File: src/rtl/param_register_file.sv
// Parametrised register file: one read/write port (A), one read-only port (B),
// registered reads with valid strobes, per-entry written tracking, bulk clear and sticky range error.
module param_register_file #(
  parameter int WIDTH  = 8,
  parameter int DEPTH  = 8,
  parameter int ADDR_W = 3
) (
  input  logic              Clk,
  input  logic              Rst_n,
  input  logic              En,
  input  logic              RW,
  input  logic [ADDR_W-1:0] Address,
  input  logic [WIDTH-1:0]  Data_in,
  input  logic              Clr,
  input  logic              Rd_en_b,
  input  logic [ADDR_W-1:0] Rd_addr_b,
  output logic [WIDTH-1:0]  Data_out,
  output logic              Valid_out,
  output logic              Unwritten_a,
  output logic [WIDTH-1:0]  Data_out_b,
  output logic              Valid_out_b,
  output logic              Err
);

  localparam logic [ADDR_W:0] LP_DEPTH = (ADDR_W+1)'(DEPTH);

  logic [WIDTH-1:0] r_mem [DEPTH];
  logic [DEPTH-1:0] r_written;

  logic [WIDTH-1:0] r_data_a;
  logic             r_valid_a;
  logic             r_unwr_a;
  logic [WIDTH-1:0] r_data_b;
  logic             r_valid_b;
  logic             r_err;

  logic w_in_range_a;
  logic w_in_range_b;
  logic w_wr_a;
  logic w_rd_a;
  logic w_zero_a;
  logic w_zero_b;
  logic w_bypass_b;

  assign w_in_range_a = ({1'b0, Address}   < LP_DEPTH);
  assign w_in_range_b = ({1'b0, Rd_addr_b} < LP_DEPTH);
  assign w_wr_a       = En & RW & w_in_range_a & ~Clr;
  assign w_rd_a       = En & ~RW;
  // Clear wins over stored data; out-of-range reads also return zero
  assign w_zero_a     = Clr | ~w_in_range_a;
  assign w_zero_b     = Clr | ~w_in_range_b;
  assign w_bypass_b   = w_wr_a & (Address == Rd_addr_b);

  always_ff @(posedge Clk or negedge Rst_n) begin
    if (!Rst_n) begin
      for (int i = 0; i < DEPTH; i++) r_mem[i] <= '0;
      r_written <= '0;
    end else if (Clr) begin
      for (int i = 0; i < DEPTH; i++) r_mem[i] <= '0;
      r_written <= '0;
    end else if (w_wr_a) begin
      r_mem[Address]     <= Data_in;
      r_written[Address] <= 1'b1;
    end
  end

  always_ff @(posedge Clk or negedge Rst_n) begin
    if (!Rst_n) begin
      r_data_a  <= '0;
      r_unwr_a  <= 1'b0;
      r_valid_a <= 1'b0;
    end else begin
      r_valid_a <= w_rd_a;
      if (w_rd_a) begin
        r_data_a <= w_zero_a ? '0 : r_mem[Address];
        r_unwr_a <= w_zero_a | ~r_written[Address];
      end
    end
  end

  always_ff @(posedge Clk or negedge Rst_n) begin
    if (!Rst_n) begin
      r_data_b  <= '0;
      r_valid_b <= 1'b0;
    end else begin
      r_valid_b <= Rd_en_b;
      if (Rd_en_b) begin
        if (w_zero_b)        r_data_b <= '0;
        else if (w_bypass_b) r_data_b <= Data_in;
        else                 r_data_b <= r_mem[Rd_addr_b];
      end
    end
  end

  // Sticky until reset; Clr deliberately leaves it alone
  always_ff @(posedge Clk or negedge Rst_n) begin
    if (!Rst_n)
      r_err <= 1'b0;
    else if ((En & ~w_in_range_a) | (Rd_en_b & ~w_in_range_b))
      r_err <= 1'b1;
  end

  assign Data_out    = r_data_a;
  assign Valid_out   = r_valid_a;
  assign Unwritten_a = r_unwr_a;
  assign Data_out_b  = r_data_b;
  assign Valid_out_b = r_valid_b;
  assign Err         = r_err;

endmodule
File: config.mk
export PLATFORM = sky130hd
export DESIGN_NAME = param_register_file
export DESIGN_NICKNAME = d
export VERILOG_FILES = /design/src/rtl/param_register_file.sv
export SDC_FILE = /design/constraint.sdc
export NUM_CORES = 1
export LEC_CHECK = 0
export ABC_AREA = 1
export ABC_CLOCK_PERIOD_IN_PS = 900
export CAP_MARGIN = 40
export CORE_ASPECT_RATIO = 1.5
export CORE_MARGIN = 10
export CORE_UTILIZATION = 55
export CTS_BUF_LIST = sky130_fd_sc_hd__clkbuf_2
export DETAILED_ROUTE_END_ITERATION = 8
export PLACE_DENSITY = 0.79
export SYNTH_ARGS = -nofsm -noshare
export SYNTH_HDL_FRONTEND = slang
export SYNTH_SLANG_ARGS = --single-unit
export TNS_END_PERCENT = 100
File: constraint.sdc
create_clock -name Clk -period 0.9 [get_ports Clk]
set_input_delay 0.09 -clock Clk [delete_from_list [all_inputs] [get_ports Clk]]
set_output_delay 0.09 -clock Clk [all_outputs]
set_load 0.1 [all_outputs]
==> run_results.csv <==
group,metric,value,unit
run_status,status,"finished, violations left",
run_status,violations,"negative hold slack, negative setup slack",
pwr,irDropWorstVdd,1020,uV
critical_path,slowest_delay,0.49,ns
clock_network,cts_sinks,91,
layout,n_antenna_cell,0,
run,maxCapViolCount,0,
critical_path,worst-path-buf-inv,1,
clock_network,cts_tree,"done",
critical_path,start_kind,"flop",
timing,finalCriticalPeriod,1.35,ns
timing,max_slew_margin,61.2,%
global_route,grt_max_degree,38,
synth,yosys.area.top_type_share,45.8,%
critical_path,cp_max_fo,2,
layout,final_util,83.7,%
timing,setup_viol,40,
detailed_routing,wl_per_cell,20.5,um
synth,yosysWarnings,0,
timing,skew,0.0381,ns
critical_path,crit-reg2reg-launch,"r_mem[41]",
synth,synth_fp_nets,711,
pwr,cellPowerDensity,1120,mW/mm^2
placement,dp_cells,909,
synth,synth_edf_count,0,
detailed_routing,antenna_left,0,
synth,synth_top_cells_by_area,"dfrtp_1 (46%), nand2_1 (22%), nand3_1 (8.4%), o21ai_0 (5.0%), o22ai_1 (5.0%)",
synth,synth_largest_area_cell,"dfrtp_1",
clock_network,clockBufferDepth,2,
floorplanning,start_util,56.3,%
clock_network,htree_levels,3,
synth,syn_area,0.00497,sq mm
synth,ys_seq_area_share,45.8,%
floorplanning,dieArea,0.0133,sq mm
critical_path,path_cells,"buf_12",
floorplanning,rows,42,
hold_path,hold_path_class,"in -> async",
floorplanning,die_w,97.6,um
detailed_routing,route.detailed.drc,0,
floorplanning,core-area,0.00883,sq mm
layout,drive_gt1_share,40.4,%
synth,synthArstFlopShare,100,%
critical_path,crit_arrival,1.26,ns
critical_path,crit_path_end_kind,"primary output",
detailed_routing,drtPass1Iterations,5,
timing,drv_slew,0,
clock_network,cts-root-buf,"clkbuf_2",
timing,hold_violations,14,
placement,place_area,0.00640,sq mm
global_route,gr-total-overflow,0,
timing,finalCritPeriodShare,150,%
synth,syn_inst,691,
clock_network,numCtsBuffers,9,
critical_path,cpMaxStageDelayCell,"dfrtp_2",
floorplanning,io_pins,40,
clock_network,clkTransAtPathRegs,0.27,ns
critical_path,crit_family,"flip-flops",
synth,synthTopCellsByCount,"nand2_1 (286), dfrtp_1 (91), nand3_1 (83)",
global_route,first_global_vias,5783,
layout,final_cells,956,
placement,post-dp-hpwl,13.3,mm
timing,rsz0062_at_grt,"yes",
synth,yosysMostFrequentCell,"nand2_1",
layout,nets,861,
synth,ys_ff_latch,91,
timing,fmax,741,MHz
global_route,grtUsageTotal,28.8,%
timing,timing.hold.ws,-0.130,ns
global_route,grt_pass1_wl,30.6,mm
synth,syn_area_per_cell,7.19,sq um
clock_network,clkLatencyLatePin,0.59,ns
placement,gp_congestion,0.939,
floorplanning,fp.dieH,136,um
detailed_routing,first_iter_violations,713,
layout,final_area,0.00739,sq mm
detailed_routing,num_vias,5785,
timing,fin_ws,-0.449,ns
placement,portBuffers,38,
pwr,leakage,3.63,nW
synth,synth-main-ff-cell,"dfrtp_1",
timing,tightest_slew,0.582,ns
critical_path,startpoint,"Data_out_b[1]",
detailed_routing,routed_wl,19.6,mm
critical_path,worstPathRequired,0.81,ns
detailed_routing,routed_via_density,6.05,
placement,post-place-ws,-0.792,ns
layout,area_growth,48.7,%
synth,ys_types,29,
critical_path,crit_type,"reg -> out",
global_route,antenna_found_initial,0,
routing by layer:
metal	vias up	track usage, %	wire, um
met5	-	0	0
met4	0	21.0	1640
met3	122	5.95	1680
met2	394	46.8	9290
met1	2730	32.9	7000
li1	2539	-	-
worst paths after layout:
path,endpoint,slack (ns),cells past startpoint
max in group asynchronous,Data_out[7],0.52,3
max reg2reg,Data_out[1],-0.26,8
max,Data_out_b[1],-0.45,1
min,Data_out_b[0],-0.13,2
min reg2reg,r_written[3],0.53,2
min in group Clk,r_mem[20],0.04,4
what timing repair did:
item	CTS	global route
pin swaps	59	38
hold buffers	2	1
buffers inserted	22	19
gates cloned	3	0
resized for setup	135	82
setup endpoints to repair	95	94
hold endpoints to repair	92	15
kinds of logic (layout without fill, tap and decap cells):
| logic type | after synthesis | count (layout) | synth area share, % |
|---|---|---|---|
| other | 1 | 1 | 0.0755 |
| buffers and inverters | 104 | 256 | 9.47 |
| flip-flops | 91 | 91 | 45.8 |
| AO/OA/AOI/OAI | 102 | 102 | 11.4 |
| AND/OR/NAND/NOR | 393 | 396 | 33.2 |
registers in the layout, summed over array words and instances, names as in the netlist:
name         cells
r_written        8
Data_out         8
r_mem           64
Valid_out        1
Unwritten_a      1
Data_out_b       8
Valid_out_b      1
cells in the final DEF, fill, tap and decap left out, drive strengths merged, types with 4 or more instances in the layout:
cell type,instances
buf,149
clkbuf,9
clkdlybuf4s50,11
dfrtp,91
nor3,4
inv,69
o21ai,59
o22ai,40
nand2,292
nand3,85
nor2,12
clkinv,7
where the power goes:
part	total (mW)	switching, mW	internal [mW]	leakage (nW)
clock	2.06	1.45	0.606	0.0658
combinational	1.98	1.28	0.707	2.34
sequential	4.26	0.0726	4.18	1.23
total	8.30	2.80	5.50	3.63
final cells by class:
cell class,count,area (sq um)
clock buffer,9,45.0
clock inverter,7,58.8
fill,548,1440
inverter,71,285
multi-input combinational,499,2830
sequential,91,2300
tap,110,138
timing repair buffer,169,1730
metrics by stage:
| stage | setup TNS [ns] | power, mW |
|---|---|---|
| 2_1_floorplan | -0.413 | 5.21 |
| 3_3_place_gp | -57.73 | 6.00 |
| 3_5_place_dp | -59.79 | 6.02 |
| 4_1_cts | -10.39 | 8.16 |
| 5_1_grt | -12.53 | 8.53 |
| 6_report | -10.96 | 8.30 |
Power figures use the tool's default switching activity.
